$ cat config.mk
export PLATFORM = sky130hd
export DESIGN_NAME = gpu_ctrl_regs
export DESIGN_NICKNAME = d
export VERILOG_FILES = /design/src/rtl/gpu_regs_pkg.sv /design/src/rtl/gpu_ctrl_regs.sv
export SDC_FILE = /design/constraint.sdc
export NUM_CORES = 1
export LEC_CHECK = 0
export ABC_AREA = 1
export CORE_AREA = 2 2 138 140
export CTS_BUF_LIST = sky130_fd_sc_hd__clkbuf_8
export DETAILED_ROUTE_END_ITERATION = 10
export DIE_AREA = 0 0 140 142
export GPL_TIMING_DRIVEN = 0
export PLACE_DENSITY = 0.84
export SLEW_MARGIN = 20
export SYNTH_ARGS = -nofsm -noshare
export SYNTH_HDL_FRONTEND = slang
export SYNTH_SLANG_ARGS = --single-unit
$ cat constraint.sdc
create_clock -name clk_i -period 8.2 [get_ports clk_i]
set_input_delay 0.82 -clock clk_i [delete_from_list [all_inputs] [get_ports clk_i]]
set_output_delay 0.82 -clock clk_i [all_outputs]
set_load 0.05 [all_outputs]
$ cat src/rtl/gpu_regs_pkg.sv
`default_nettype none
// ============================================================================
// Module      : gpu_regs_pkg
// Description : Shared definitions for the GPU control register file:
//               register offsets, CTRL/STATUS bit positions, AXI response
//               codes, default ID value and a byte-lane merge helper.
// Revision    : 1.0 - initial release
// ============================================================================
package gpu_regs_pkg;

  // Byte offsets of the mapped registers
  localparam logic [7:0] REG_CTRL        = 8'h00;
  localparam logic [7:0] REG_STATUS      = 8'h04;
  localparam logic [7:0] REG_TRI_COUNT   = 8'h08;
  localparam logic [7:0] REG_VERTEX_BASE = 8'h0C;
  localparam logic [7:0] REG_COLOR_BASE  = 8'h10;
  localparam logic [7:0] REG_ID          = 8'h14;

  // CTRL / STATUS bit positions
  localparam int CTRL_START_BIT   = 0;
  localparam int CTRL_IRQ_EN_BIT  = 1;
  localparam int STATUS_BUSY_BIT  = 0;
  localparam int STATUS_DONE_BIT  = 1;

  typedef enum logic [1:0] {
    AXI_OKAY   = 2'b00,
    AXI_SLVERR = 2'b10
  } axi_resp_e;

  localparam logic [31:0] DEFAULT_ID = 32'h4753_0001;

  // Replace only the byte lanes selected by strb
  function automatic logic [31:0] apply_wstrb(input logic [31:0] old_v,
                                              input logic [31:0] new_v,
                                              input logic [3:0]  strb);
    logic [31:0] r;
    r = old_v;
    for (int i = 0; i < 4; i++) begin
      if (strb[i]) r[i*8 +: 8] = new_v[i*8 +: 8];
    end
    return r;
  endfunction

endpackage
`default_nettype wire

$ cat src/rtl/gpu_ctrl_regs.sv
`default_nettype none
// ============================================================================
// Module      : gpu_ctrl_regs
// Description : AXI4-lite register file and frame sequencer. Holds the frame
//               configuration, launches frames with a one-cycle pulse, tracks
//               BUSY/DONE against frame_end and drives a level interrupt.
// Revision    : 1.0 - initial release
// ============================================================================
module gpu_ctrl_regs
  import gpu_regs_pkg::*;
#(
  parameter int          SADDR_WIDTH = 32,
  parameter int          MADDR_WIDTH = 32,
  parameter logic [31:0] ID_VALUE    = DEFAULT_ID
) (
  input  logic                   clk_i,
  input  logic                   reset_i,
  // write address
  input  logic [SADDR_WIDTH-1:0] awaddr_i,
  input  logic [2:0]             awprot_i,
  input  logic                   awvalid_i,
  output logic                   awready_o,
  // write data
  input  logic [31:0]            wdata_i,
  input  logic [3:0]             wstrb_i,
  input  logic                   wvalid_i,
  output logic                   wready_o,
  // write response
  output logic [1:0]             bresp_o,
  output logic                   bvalid_o,
  input  logic                   bready_i,
  // read address
  input  logic [SADDR_WIDTH-1:0] araddr_i,
  input  logic [2:0]             arprot_i,
  input  logic                   arvalid_i,
  output logic                   arready_o,
  // read data
  output logic [31:0]            rdata_o,
  output logic [1:0]             rresp_o,
  output logic                   rvalid_o,
  input  logic                   rready_i,
  // pipeline side
  output logic                   frame_start_o,
  input  logic                   frame_end_i,
  output logic [31:0]            triangles_count_o,
  output logic [MADDR_WIDTH-1:0] base_addr_vertex_o,
  output logic [MADDR_WIDTH-1:0] base_addr_color_o,
  output logic                   irq_o
);

  localparam logic [5:0] IDX_CTRL   = REG_CTRL[7:2];
  localparam logic [5:0] IDX_STATUS = REG_STATUS[7:2];
  localparam logic [5:0] IDX_TRI    = REG_TRI_COUNT[7:2];
  localparam logic [5:0] IDX_VBASE  = REG_VERTEX_BASE[7:2];
  localparam logic [5:0] IDX_CBASE  = REG_COLOR_BASE[7:2];
  localparam logic [5:0] IDX_ID     = REG_ID[7:2];

  // Offsets above 0xFF or past the ID register are unmapped
  function automatic logic addr_mapped(input logic [SADDR_WIDTH-1:0] a);
    return ((a >> 8) == '0) && (a[7:2] <= IDX_ID);
  endfunction

  logic                   en_q;
  logic                   aw_held_q;
  logic [SADDR_WIDTH-1:0] awaddr_q;
  logic                   w_held_q;
  logic [31:0]            wdata_q;
  logic [3:0]             wstrb_q;
  logic                   bvalid_q;
  axi_resp_e              bresp_q;
  logic                   rvalid_q;
  logic [31:0]            rdata_q, rdata_d;
  axi_resp_e              rresp_q, rresp_d;
  logic                   irq_en_q;
  logic [31:0]            tri_count_q, vbase_q, cbase_q;
  logic                   busy_q, busy_d;
  logic                   done_q, done_d;
  logic                   frame_start_q, frame_start_d;
  logic                   irq_q;

  logic       aw_hs, w_hs, ar_hs, commit, wr_en;
  logic [5:0] wr_idx;
  logic       start_req, done_clr;

  wire unused_prot = ^{awprot_i, arprot_i};

  // Ready outputs stay low while reset is held and only rise once it lifts
  assign awready_o = en_q & ~aw_held_q & ~bvalid_q;
  assign wready_o  = en_q & ~w_held_q  & ~bvalid_q;
  assign arready_o = en_q & ~rvalid_q;

  assign aw_hs  = awvalid_i & awready_o;
  assign w_hs   = wvalid_i  & wready_o;
  assign ar_hs  = arvalid_i & arready_o;
  assign commit = aw_held_q & w_held_q;
  assign wr_idx = awaddr_q[7:2];
  assign wr_en  = commit & addr_mapped(awaddr_q);

  assign start_req = wr_en & (wr_idx == IDX_CTRL)   & wstrb_q[0] & wdata_q[CTRL_START_BIT];
  assign done_clr  = wr_en & (wr_idx == IDX_STATUS) & wstrb_q[0] & wdata_q[STATUS_DONE_BIT];

  assign bresp_o            = bresp_q;
  assign bvalid_o           = bvalid_q;
  assign rdata_o            = rdata_q;
  assign rresp_o            = rresp_q;
  assign rvalid_o           = rvalid_q;
  assign frame_start_o      = frame_start_q;
  assign triangles_count_o  = tri_count_q;
  assign base_addr_vertex_o = vbase_q[MADDR_WIDTH-1:0];
  assign base_addr_color_o  = cbase_q[MADDR_WIDTH-1:0];
  assign irq_o              = irq_q;

  // Out-of-reset flag gating the ready outputs
  always_ff @(posedge clk_i or posedge reset_i) begin
    if (reset_i) en_q <= 1'b0;
    else         en_q <= 1'b1;
  end

  // Write-address hold register
  always_ff @(posedge clk_i or posedge reset_i) begin
    if (reset_i) begin
      aw_held_q <= 1'b0;
      awaddr_q  <= '0;
    end else if (aw_hs) begin
      aw_held_q <= 1'b1;
      awaddr_q  <= awaddr_i;
    end else if (commit) begin
      aw_held_q <= 1'b0;
    end
  end

  // Write-data hold register
  always_ff @(posedge clk_i or posedge reset_i) begin
    if (reset_i) begin
      w_held_q <= 1'b0;
      wdata_q  <= '0;
      wstrb_q  <= '0;
    end else if (w_hs) begin
      w_held_q <= 1'b1;
      wdata_q  <= wdata_i;
      wstrb_q  <= wstrb_i;
    end else if (commit) begin
      w_held_q <= 1'b0;
    end
  end

  // Write response: raised by the commit, held until accepted
  always_ff @(posedge clk_i or posedge reset_i) begin
    if (reset_i) begin
      bvalid_q <= 1'b0;
      bresp_q  <= AXI_OKAY;
    end else if (commit) begin
      bvalid_q <= 1'b1;
      bresp_q  <= addr_mapped(awaddr_q) ? AXI_OKAY : AXI_SLVERR;
    end else if (bvalid_q && bready_i) begin
      bvalid_q <= 1'b0;
    end
  end

  // Read mux on the incoming read address
  always_comb begin
    rdata_d = '0;
    rresp_d = AXI_SLVERR;
    if (addr_mapped(araddr_i)) begin
      rresp_d = AXI_OKAY;
      case (araddr_i[7:2])
        IDX_CTRL:   rdata_d[CTRL_IRQ_EN_BIT] = irq_en_q;
        IDX_STATUS: begin
          rdata_d[STATUS_BUSY_BIT] = busy_q;
          rdata_d[STATUS_DONE_BIT] = done_q;
        end
        IDX_TRI:    rdata_d = tri_count_q;
        IDX_VBASE:  rdata_d = vbase_q;
        IDX_CBASE:  rdata_d = cbase_q;
        IDX_ID:     rdata_d = ID_VALUE;
        default:    ;
      endcase
    end
  end

  // Read response: registered on AR handshake, held until accepted
  always_ff @(posedge clk_i or posedge reset_i) begin
    if (reset_i) begin
      rvalid_q <= 1'b0;
      rdata_q  <= '0;
      rresp_q  <= AXI_OKAY;
    end else if (ar_hs) begin
      rvalid_q <= 1'b1;
      rdata_q  <= rdata_d;
      rresp_q  <= rresp_d;
    end else if (rvalid_q && rready_i) begin
      rvalid_q <= 1'b0;
    end
  end

  // Configuration registers updated on a mapped commit
  always_ff @(posedge clk_i or posedge reset_i) begin
    if (reset_i) begin
      irq_en_q    <= 1'b0;
      tri_count_q <= '0;
      vbase_q     <= '0;
      cbase_q     <= '0;
    end else if (wr_en) begin
      case (wr_idx)
        IDX_CTRL:  if (wstrb_q[0]) irq_en_q <= wdata_q[CTRL_IRQ_EN_BIT];
        IDX_TRI:   tri_count_q <= apply_wstrb(tri_count_q, wdata_q, wstrb_q);
        IDX_VBASE: vbase_q     <= apply_wstrb(vbase_q, wdata_q, wstrb_q);
        IDX_CBASE: cbase_q     <= apply_wstrb(cbase_q, wdata_q, wstrb_q);
        default:   ;
      endcase
    end
  end

  // Frame sequencing: W1C first, then frame_end, then START sees the result
  always_comb begin
    busy_d        = busy_q;
    done_d        = done_q;
    frame_start_d = 1'b0;
    if (done_clr) done_d = 1'b0;
    if (frame_end_i && busy_q) begin
      busy_d = 1'b0;
      done_d = 1'b1;
    end
    if (start_req && !busy_d) begin
      if (tri_count_q != '0) begin
        busy_d        = 1'b1;
        frame_start_d = 1'b1;
      end else begin
        done_d = 1'b1;
      end
    end
  end

  // Frame state, launch pulse and registered interrupt
  always_ff @(posedge clk_i or posedge reset_i) begin
    if (reset_i) begin
      busy_q        <= 1'b0;
      done_q        <= 1'b0;
      frame_start_q <= 1'b0;
      irq_q         <= 1'b0;
    end else begin
      busy_q        <= busy_d;
      done_q        <= done_d;
      frame_start_q <= frame_start_d;
      irq_q         <= done_q & irq_en_q;
    end
  end

endmodule
`default_nettype wire

# After elaboration in Yosys (flattened, before gate mapping)
# Cells that the tools add are included.
dict set report totals {
  inputBits 114
  word_cells 111
  regBits 210
  output_inout_bits 139
}
dict set report op_classes {
  n_eq_ne 9
  n_lt_le_gt_ge 2
  bitwise_logic 21
  mux 22
  reduce_logical 29
}
# operator count
set ops {}
lappend ops {{30-bit one-hot mux with 4 select lines} 1}
lappend ops {{32-bit logical NOT} 2}
lappend ops {{3-bit AND reduction} 13}
lappend ops {{32-bit two-way mux} 1}
lappend ops {{32-bit nonzero test} 1}
lappend ops {{6-bit by 2-bit == test with 1-bit output (second input constant)} 4}
lappend ops {{6-bit by 3-bit == test with 1-bit output (second input constant)} 3}
lappend ops {{1-bit bitwise AND} 17}
lappend ops {{1-bit two-way mux} 16}
lappend ops {{6-bit by 1-bit == test with 1-bit output (second input constant)} 2}
lappend ops {{6-bit by 3-bit less-or-equal comparator with 1-bit output (second input constant)} 2}
lappend ops {{6-bit logical NOT} 2}
lappend ops {{1-bit one-hot mux with 5 select lines} 2}
lappend ops {{2-bit nonzero test} 4}
lappend ops {{1-bit logical AND} 6}
lappend ops {{2-bit two-way mux} 2}
lappend ops {{1-bit NOT} 4}
lappend ops {{1-bit logical NOT} 1}

# Logic depth before layout (Yosys ltp)
# Gate-level depths: netlist of the first run.
dict set report logic_depth {
  ltp_word 10
  depth_mapped 11
  mapped_depth_nobuf 10
}

# Worst setup path before layout of the first run
# No wires, ideal clock.
dict set report synth_timing {
  path_type {register -> register}
  start {register bvalid_q (netlist: bvalid_o)}
  end {register awaddr_q[13]}
  setup_ns 0.125
  stages_incl_launch_ff 5
  path_buffers 1
  arrival_ns 2.831
  t_required_ns 8.075
  slack_ns 5.245
  synth_period_minus_slack_ns 2.955
  cell_sequence {dfrtp_1 -> nor3_1 -> nand2_1 -> buf_2 -> mux2_2}
}
dict set report synth_between {
  elab_chain_len 3
}
# item line_no
set synth_lines {}
lappend synth_lines {{start: declaration} gpu_ctrl_regs.sv:69} ;# logic bvalid_q;
lappend synth_lines {{start signal: assignment} gpu_ctrl_regs.sv:150} ;# bvalid_q <= 1'b0;
lappend synth_lines {{start signal: assignment} gpu_ctrl_regs.sv:153} ;# bvalid_q <= 1'b1;
lappend synth_lines {{start signal: assignment} gpu_ctrl_regs.sv:156} ;# bvalid_q <= 1'b0;
lappend synth_lines {{1-bit NOT} gpu_ctrl_regs.sv:88} ;# assign awready_o = en_q & ~aw_held_q & ~bvalid_q;
lappend synth_lines {{1-bit bitwise AND} gpu_ctrl_regs.sv:88}
lappend synth_lines {{via awready_o} gpu_ctrl_regs.sv:22} ;# output logic awready_o,
lappend synth_lines {{1-bit bitwise AND} gpu_ctrl_regs.sv:92} ;# assign aw_hs = awvalid_i & awready_o;
lappend synth_lines {{end signal: assignment} gpu_ctrl_regs.sv:126} ;# awaddr_q <= awaddr_i;
lappend synth_lines {{end: declaration} gpu_ctrl_regs.sv:65} ;# logic [SADDR_WIDTH-1:0] awaddr_q;
# The timed path passes the listed nets, and every way through them passes these cells.
# A chain may end at the register's enable or synchronous reset.

# Worst setup path after layout of the first run
dict set report layout_timing {
  start {register en_q}
  end {output awready_o}
}
dict set report layout_between {
  elab_chain_len 2
}
# item line_no
set layout_lines {}
lappend layout_lines {{start: declaration} gpu_ctrl_regs.sv:63} ;# logic en_q;
lappend layout_lines {{start signal: assignment} gpu_ctrl_regs.sv:115} ;# if (reset_i) en_q <= 1'b0;
lappend layout_lines {{start signal: assignment} gpu_ctrl_regs.sv:116} ;# else en_q <= 1'b1;
lappend layout_lines {{1-bit bitwise AND (2 in series)} gpu_ctrl_regs.sv:88}
lappend layout_lines {{end: declaration} gpu_ctrl_regs.sv:22}
# Every way passes these cells.

==> summary.txt, run 1 <==
Post-synth ARST share: 100%
Sequential fraction of the synthesis area: 58.5%
WL/cell: 18.4 um
Synth Flop Type: dfrtp_1
Yosys warns: 0
GRT Total Usage: 28.4%
Clock H-tree levels: 2
Boundary Pins: 253
Commonest cells after routing, fill and taps aside: nand2_1, clkdlybuf4s50_1, dfrtp_1
Largest fanout on the critical path: 3
Share of layout cells above drive strength 1: 9.13%
Clock Sinks: 206
P_leak: 5.65 nW
CTS tree: yes
Die height: 142 um
Synthesis-to-layout area growth: 38.7%
Maxcap violations: 0
Crit. End Element: output port
Final Critical Period: 2.88 ns
Gr ovfl total: 0
Storage element area: 0.00515 mm^2
PwrDens: 216 mW/mm^2
Sw Share: 29.4%
Clock slew at reported path FFs: 0.07 ns
Port Buf Inserts: 240
Footprint of the multi-input gates: 0.00318 mm^2
Final WS setup: 5.32 ns
Commonest non-fill, non-tap cell in the layout: nand2_1
Placed cells: 1458
DR vias/cell: 5.37
Hold Slack: 0.482 ns
Count of state elements after synthesis: 206
Cts hold-fix bufs: 0
Max-slew violation count: 0
Vias after detailed routing: 8138
IR drop worst, VDD: 154 uV
Initial antenna violation count: 0
NetSw: 0.776 mW
Critical path data required time: 7.38 ns
Die area: 0.0199 mm^2
Post-synth EDFFs: 0
Total routed wirelength: 27900 um
Number of buffers created by CTS: 34
Core Box Area: 0.0185 mm^2
Worst hold path type: reg -> reg
Chip Width: 140 um
Internal Pwr Total: 1.86 mW
Final Hold Fails: 0
Post-DP HPWL: 20100 um
Count of final setup violators: 0
Pin count of the biggest net entering global routing: 109
Synth Area per Inst: 8.97 um^2
Slew of the pin with the lowest slew margin: 0.841 ns
Status: finished, violations left
Nets: 1374
Number of global-route vias before repair: 7936
Post-synthesis cell area: 0.00880 mm^2
Finished Layout Cells: 1516
Max clock buf depth: 3
Final instance area: 0.0122 mm^2
DRT Pass-1 Iters: 11
Flop pwr share: 48.0%
Row count: 50
Routed Antenna Nets: 0
Post-DP Area: 0.0115 mm^2
Yosys cell types: 28
Setup WS pre-CTS: 5.13 ns
RSZ-0062 raised after global routing: no
Failing checks: DRC
Clock latency on the worst-skew pair: 0.52 ns
Clock Skew: 0.0248 ns
Combinational Power Share: 18.4%
Crit share post-route: 35.2%
DRC errors left: 21
Final RePlAce weighted congestion: 0.897
Starting Density: 47.7%
Relative slew slack: 43.9%
CP Launch Type: register
Clock Power Share: 33.6%
DRT iter0 DRCs: 820
First-pass GRT wire length: 43500 um
Critical Path AT: 2.06 ns
Number of fill cells in the layout: 1474
Post-CTS Repair Setup Buffers: 0
CTS root buffer: clkbuf_8
# diodes: 0
PnR Total Power: 2.64 mW
Finished Core Util: 66.2%
Setup tns final: 0 ns
Syn Inst Count: 982
Cts repair resizes: 0
Setup Crit Path Kind: reg -> out
Fmax: 0.347 GHz
final timing paths:
path | start | end | slack (ns) | cells past startpoint
setup / recovery | en_q | awready_o | 5.32 | 3
hold / removal | rdata_o[1] | rdata_o[1] | 0.48 | 2
min in group asynchronous | reset_i | base_addr_color_o[30] | 0.81 | 2
hold reg to reg | rdata_o[1] | rdata_o[1] | 0.48 | 2
setup reg to reg | en_q | wdata_q[11] | 5.84 | 6
max in group asynchronous | reset_i | rdata_o[4] | 6.40 | 3
state kept, by name (all words and copies together) (netlist names):
| name | flops |
|---|---|
| done_q | 1 |
| irq_en_q | 1 |
| awaddr_q | 30 |
| wdata_q | 32 |
| bvalid_o | 1 |
| aw_held_q | 1 |
| rvalid_o | 1 |
| w_held_q | 1 |
| busy_q | 1 |
| wstrb_q | 4 |
| base_addr_vertex_o | 32 |
| frame_start_o | 1 |
| bresp_o | 1 |
| en_q | 1 |
| rresp_o | 1 |
| rdata_o | 32 |
| irq_o | 1 |
| triangles_count_o | 32 |
| base_addr_color_o | 32 |
layer usage:
| metal | wire length (um) | global-route usage [%] |
|---|---|---|
| met1 | 10900 | 37.0 |
| met2 | 13300 | 47.5 |
| met3 | 2780 | 6.06 |
| met4 | 976 | 9.89 |
| met5 | 0 | 0 |
logic make-up (layout without fill, tap and decap cells):
kind of cell           count (synthesis)  after routing  synth area share [%]
AO/OA/AOI/OAI                        150            150                  8.65
flip-flops                           206            206                  58.5
multiplexers                          29             29                  3.71
other                                  2              3                0.0853
AND/OR/NAND/NOR                      488            488                  23.6
buffers and inverters                107            406                  5.43
power by group through the flow:
| stage | Clock (mW) | Sequential, mW | Combinational [mW] |
|---|---|---|---|
| 2_1_floorplan | 0 | 1.28 | 0.310 |
| 3_3_place_gp | 0 | 1.28 | 0.465 |
| 3_5_place_dp | 0 | 1.28 | 0.485 |
| 4_1_cts | 0.901 | 1.27 | 0.487 |
| 5_1_grt | 0.949 | 1.28 | 0.541 |
| 6_report | 0.888 | 1.27 | 0.484 |
final cells by class:
cell class,count,area share (%)
Timing Repair Buffer,241,19.9
Sequential cell,206,42.2
Tap cell,234,2.40
Inverter,62,1.97
Multi-Input combinational cell,670,26.0
Clock buffer,45,5.07
Buffer,45,2.01
Clock inverter,13,0.420
synthesized netlist by cell type (6+ instances only):
cell | n | area share (%)
a21oi_1 | 45 | 2.6
buf_2 | 16 | 0.91
clkbuf_1 | 18 | 0.77
dfrtp_1 | 206 | 59
inv_1 | 62 | 2.6
mux2_2 | 29 | 3.7
nand2_1 | 252 | 11
nand3_1 | 98 | 5.6
nand3_2 | 6 | 0.68
nand4_1 | 7 | 0.50
nor2_1 | 109 | 4.6
o21ai_0 | 88 | 5.0
o21ai_1 | 13 | 0.74
critical path: stages (launching register included):
cell and delay [ns]:
dfrtp_1 0.33, inv_1 0.12, nor3_1 0.24, clkdlybuf4s50_1 0.86
(Power assumes the default switching activity.)
==> run 2, diff against run 1 <==
Settings changed: CORE_AREA 2 2 138 140 to 2 2 143 145, DIE_AREA 0 0 140 142 to 0 0 145 147, PLACE_DENSITY 0.84 to 0.82.
Clock period 8.2 ns to 2.3 ns, I/O delays scaled along.
==> run 2 against run 1 <==
The run now ends clean. Sequential power increased to 3.6 times the previous value. Highest routed layer unchanged. Largest power group unchanged. Global-route usage fell by 1.7 points. Non-clock buffer count up 8. Sequential share of layout area decreased by 0.83 points. Via count decreased by 0.33%. Flip-flop and latch count unchanged. Clock skew shrank 0.0097 ns. First-iteration DRC count down 26%. Clock power rose to 3.7 times the previous value.
==> summary.txt, run 2 (synthesis gave the netlist of run 1 again) <==
Status: completed
Internal Pwr Total: 6.76 mW (+260%)
Count of final setup violators: 0 (unchanged)
Largest fanout on the critical path: 4 (+1)
Clock Sinks: 206 (unchanged)
CP delay by family, top: buffers and inverters
Maxcap violations: 0 (unchanged)
RSZ-0062 raised after global routing: yes
CP Launch Type: register
Storage element area: 0.00515 mm^2 (unchanged)
Combinational Power Share: 18.4% (about the same)
Max clock buf depth: 3 (unchanged)
FF-to-FF End: base_addr_vertex_o[13]
Footprint of the multi-input gates: 0.00321 mm^2 (+0.98%)
Starting Density: 44.4% (-3.3 points)
Worst Setup SP: bvalid_o
PwrDens: 770 mW/mm^2 (+260%)
Vias after detailed routing: 8111 (-0.33%)
Commonest cells after routing, fill and taps aside: nand2_1, clkdlybuf4s50_1, dfrtp_1
First-pass GRT wire length: 44400 um (+1.9%)
Final RePlAce weighted congestion: 0.894 (-0.30%)
Final Critical Period: 2.24 ns
IR drop worst, VDD: 539 uV (+250%)
WL/cell: 18.1 um (-1.5%)
Clock Skew: 0.0151 ns (-0.00967 ns)
Critical path data required time: 2.07 ns (-5.31 ns)
Worst Setup EP: wready_o
Worst reg2reg setup slack: 0.11 ns (-5.73 ns)
PnR Total Power: 9.59 mW (+260%)
Fmax: 0.447 GHz
Number of global-route vias before repair: 8021 (+1.1%)
Sw Share: 29.5% (+0.093 points)
Flop pwr share: 47.3% (-0.7 points)
Share of layout cells above drive strength 1: 10.4% (+1.2 points)
CTS tree: yes
Chip Width: 145 um (+3.6%)
Gr ovfl total: 0 (unchanged)
Clock slew at reported path FFs: 0.07 ns (about the same)
Routed Antenna Nets: 0 (unchanged)
Post-DP Area: 0.0117 mm^2 (+1.6%)
Final instance area: 0.0125 mm^2 (+2.0%)
Row count: 52 (+4.0%)
Slowest cell delay on critical path: 0.83 ns (-0.03 ns)
Total routed wirelength: 28400 um (+1.5%)
Clock Power Share: 34.4% (+0.8 points)
Clock H-tree levels: 2 (unchanged)
Number of buffers created by CTS: 36 (+5.9%)
Crit. End Element: output port
Max-slew violation count: 0 (unchanged)
Critical Path, Cell by Cell: nor3_4 -> clkdlybuf4s50_1
Setup tns final: 0 ns (unchanged)
Boundary Pins: 253 (unchanged)
Reg2reg start: awaddr_q[6]
Slowest stage cell, crit path: clkdlybuf4s50_1
Core Box Area: 0.0198 mm^2 (+7.5%)
Crit share post-route: 97.3%
Hold Slack: 0.0867 ns (-0.395 ns)
Worst hold path type: in -> async
Clock latency on the worst-skew pair: 0.51 ns (about the same)
NetSw: 2.83 mW (+260%)
Port Buf Inserts: 240 (unchanged)
Finished Layout Cells: 1563 (+3.1%)
# diodes: 0 (unchanged)
Number of fill cells in the layout: 1634 (+11%)
CP Buf/Inv Count: 1 (-1)
Final Hold Fails: 0 (unchanged)
Relative slew slack: 27.4% (-17 points)
Post-DP HPWL: 20700 um (+3.0%)
DRT iter0 DRCs: 607 (-26%)
Critical Path AT: 2.01 ns (-0.05 ns)
Die area: 0.0213 mm^2 (+7.2%)
Synthesis-to-layout area growth: 41.5%
P_leak: 5.75 nW (+1.8%)
DR vias/cell: 5.19 (-3.3%)
Slew of the pin with the lowest slew margin: 1.08 ns (+0.240 ns)
Die height: 147 um (+3.5%)
CTS root buffer: clkbuf_8
Placed cells: 1500 (+2.9%)
Commonest non-fill, non-tap cell in the layout: nand2_1
GRT Total Usage: 26.7% (-1.7 points)
DRT Pass-1 Iters: 5 (-6)
Setup Crit Path Kind: reg -> out
WP depth: 2 (-1)
Worst r2r path cells: 6 (unchanged)
Pin count of the biggest net entering global routing: 35 (-68%)
DRC errors left: 0 (-100%)
Nets: 1384 (+0.73%)
Initial antenna violation count: 0 (unchanged)
-- run 2: changes by cell type in the layout (fill, tap and decap cells not counted), moves of 2 or more --
cell	delta
clkbuf_8	+2
clkbuf_2	+2
nor3_4	+3
buf_4	+2
buf_12	+6
clkbuf_1	-2
nor3_2	-2
clkinv_2	+2
-- run 2: layout make-up --
cell class / instances / area share (%)
Clock inverter: 14 / 0.462
Multi-Input combinational cell: 670 / 25.8
Clock buffer: 47 / 5.19
Tap cell: 270 / 2.71
Timing Repair Buffer: 249 / 20.6
Buffer: 45 / 1.99
Inverter: 62 / 1.90
Sequential cell: 206 / 41.4
-- run 2: worst min path at each step --
stage	startpoint	end	slack [ns]	cells past startpoint
after floorplan	rready_i	rvalid_o	0.33	1
after global placement	irq_en_q	irq_o	0.45	2
after detailed placement	rdata_o[18]	rdata_o[18]	0.46	2
after CTS	reset_i	triangles_count_o[25]	0.08	2
after global routing	reset_i	triangles_count_o[29]	0.11	2
final	reset_i	triangles_count_o[25]	0.09	2
-- run 2: power groups by stage --
stage          registers [mW]  logic, mW  clock network (mW)
2_1_floorplan            4.57       1.12                   0
3_3_place_gp             4.56       1.67                   0
3_5_place_dp             4.59       1.76                   0
4_1_cts                  4.53       1.76                3.34
5_1_grt                  4.60       1.97                3.51
6_report                 4.53       1.76                3.30
-- run 2: per-layer routing --
metal / part of all wire, % / track usage [%]
met1: 42 / 35.6
met2: 47 / 43.6
met3: 8.2 / 5.56
met4: 3.0 / 9.55
met5: 0 / 0
-- run 2: through the flow --
stage,worst slack [ns],utilization (%)
after floorplan,-0.602,-
after global placement,-2.13,58.3
after detailed placement,-0.152,59.1
after CTS,0.00686,62.6
after global routing,-0.00796,62.8
final,0.0616,62.8
-- run 2: timing repair --
item / 4_1_cts / 5_1_grt
resized for setup: 1 / 5
endpoints found under the setup margin: 1 / 50
setup buffers: 0 / 2
hold buffers: 0 / 0
pin swaps: 0 / 1
==> run 3, diff against run 2 <==
Settings changed: CORE_AREA 2 2 143 145 to 2 2 138 140, DIE_AREA 0 0 145 147 to 0 0 140 142, GPL_ROUTABILITY_DRIVEN set to 0, PLACE_DENSITY 0.82 to 0.84, REMOVE_ABC_BUFFERS set to 1.
Clock period 2.3 ns to 2.17 ns, I/O delays scaled along.
==> run 3 against run 2 <==
The flow now finishes with violations (DRC). Via count fell by 3.3%. Clock power fell by 4%. Global-route usage fell by 0.97 points. Die area fell by 6.7%. Register-to-register slack improved by 0.10 ns. Critical endpoint unchanged. Largest power group unchanged. Highest routed layer unchanged.
==> summary.txt, run 3 (synthesis gave the netlist of run 1 again) <==
Internal Pwr Total: 6.91 mW (+2.2%)
Max-slew violation count: 0 (unchanged)
DR vias/cell: 5.30 (+2.1%)
Grt met1 use: 32.9% (-2.6 points)
Worst hold path type: in -> async
Number of buffers created by CTS: 36 (unchanged)
P_leak: 5.64 nW (-2.0%)
Die area: 0.0199 mm^2 (-6.7%)
IR drop worst, VDD: 671 uV (+24%)
Slowest stage cell, crit path: nor3_1
First-pass GRT wire length: 40500 um (-8.7%)
WL/cell: 17.0 um (-6.3%)
CTS root buffer: clkbuf_8
Combinational Power Share: 18.5% (about the same)
Placed cells: 1420 (-5.3%)
Vias after detailed routing: 7841 (-3.3%)
GRT Total Usage: 25.7% (-0.97 points)
Met3 Track Usage GR: 6.46% (+0.90 points)
Clock Skew: 0.0178 ns (+0.00270 ns)
Status: finished, violations left
Crit. End Element: output port
Routed Antenna Nets: 0 (unchanged)
NetSw: 2.87 mW (+1.5%)
# diodes: 0 (unchanged)
CTS tree: yes
Gr busiest metal: met2
Relative slew slack: 49.4% (+22 points)
Gr ovfl total: 0 (unchanged)
Nets: 1341 (-3.1%)
Initial antenna violation count: 0 (unchanged)
Core Box Area: 0.0185 mm^2 (-7.0%)
Share of layout cells above drive strength 1: 8.99% (-1.4 points)
Hold Slack: 0.216 ns (+0.130 ns)
DRC errors left: 16 (+16)
Maxcap violations: 0 (unchanged)
Final Hold Fails: 0 (unchanged)
Clock latency on the worst-skew pair: 0.51 ns (about the same)
Synthesis-to-layout area growth: 38.9%
Clock slew at reported path FFs: 0.06 ns (about the same)
Critical Path, Cell by Cell: nor3_1 -> clkdlybuf4s15_2
Commonest cells after routing, fill and taps aside: nand2_1, clkdlybuf4s50_1, dfrtp_1
Flop pwr share: 49.1% (+1.8 points)
Clock Power Share: 32.4% (-2.0 points)
Total routed wirelength: 25200 um (-11%)
Slew of the pin with the lowest slew margin: 0.755 ns (-0.327 ns)
Commonest non-fill, non-tap cell in the layout: nand2_1
Starting Density: 47.7% (+3.3 points)
Count of final setup violators: 0 (unchanged)
Clock H-tree levels: 2 (unchanged)
Setup tns final: 0 ns (unchanged)
Crit share post-route: 94.6%
PwrDens: 800 mW/mm^2 (+3.9%)
Port Buf Inserts: 240 (unchanged)
Finished Layout Cells: 1480 (-5.3%)
Cts hold-fix bufs: 0 (unchanged)
Setup Crit Path Kind: reg -> out
Boundary Pins: 253 (unchanged)
Clock Sinks: 206 (unchanged)
Row count: 50 (-3.8%)
Die height: 142 um (-3.4%)
Largest fanout on the critical path: 4 (unchanged)
Post-DP HPWL: 17300 um (-16%)
Critical path data required time: 1.95 ns (-0.12 ns)
RSZ-0062 raised after global routing: no
PnR Total Power: 9.78 mW (+2.0%)
Max clock buf depth: 3 (unchanged)
DRT Pass-1 Iters: 11 (+6)
Slowest cell delay on critical path: 0.47 ns (-0.36 ns)
DRT iter0 DRCs: 468 (-23%)
Critical Path AT: 1.84 ns (-0.17 ns)
Fmax: 0.487 GHz
Pin count of the biggest net entering global routing: 108 (+210%)
Sw Share: 29.4% (-0.14 points)
Grt met2 use: 42.8% (-0.76 points)
Failing checks: DRC
Finished Core Util: 66.3% (+3.5 points)
CP Launch Type: register
Final Critical Period: 2.05 ns
Chip Width: 140 um (-3.4%)
Number of global-route vias before repair: 7807 (-2.7%)
[run 3: cell count changes in the layout (fill, tap and decap cells not counted), moves of 4 or more]
cell	previous run	this run
buf_2	16	0
nor2_4	1	5
inv_1	71	75
nand3_2	7	11
clkbuf_8	47	41
buf_16	1	7
nand3_1	97	92
buf_12	6	1
clkbuf_1	16	0
buf_6	5	0
[run 3: stage by stage]
stage / worst slack (ns) / instance area, um^2
6_report: 0.116 / 12200
5_1_grt: 0.0197 / 12200
4_1_cts: -0.172 / 12200
3_5_place_dp: -0.525 / 11500
3_3_place_gp: -6.19 / 11300
2_1_floorplan: -3.67 / 8560
[run 3: critical path, delay by kind of cell, from the launching register on]
kind / cells / cell delay (ns)
buffers and inverters: 1 / 0.46
DFF: 1 / 0.41
and+or+nand+nor: 1 / 0.47
[run 3: cell type report]
type                       count  area (um^2)
tap                          234          293
timing repair buffer         251         2650
sequential                   206         5150
inverter                      62          240
clock inverter                16         61.3
multi-input combinational    670         3270
clock buffer                  41          564
fill                        1486         6220
[run 3: layer usage]
metal / vias up / share of wire [%]
met5: - / 0
met4: 0 / 3.0
met3: 64 / 8.5
met2: 356 / 48
met1: 3731 / 40
li1: 3690 / -
[run 3: worst paths after layout]
kind / startpoint / end / slack (ns) / cells after the start
max in group asynchronous: reset_i / rdata_o[16] / 1.00 / 3
hold / removal: reset_i / awaddr_q[27] / 0.22 / 2
setup reg to reg: awaddr_q[6] / base_addr_vertex_o[0] / 0.21 / 6
hold reg to reg: irq_en_q / irq_o / 0.46 / 2
min in group clk_i: bready_i / bvalid_o / 0.28 / 2
setup / recovery: bvalid_o / wready_o / 0.12 / 2
[run 3: power by group through the flow]
stage                     clock network (mW)  logic (mW)  registers (mW)
after CTS                               3.23        1.82            4.79
after global routing                    3.41        2.04            4.88
after global placement                     0        1.69            4.82
final                                   3.17        1.81            4.80
after floorplan                            0        1.15            4.82
after detailed placement                   0        1.81            4.85
[run 3: repair_timing]
item,CTS,global route
pin swaps,1,1
setup endpoints to repair,51,97
gates resized for setup,6,8
hold endpoints to repair,0,0
buffers inserted,2,1
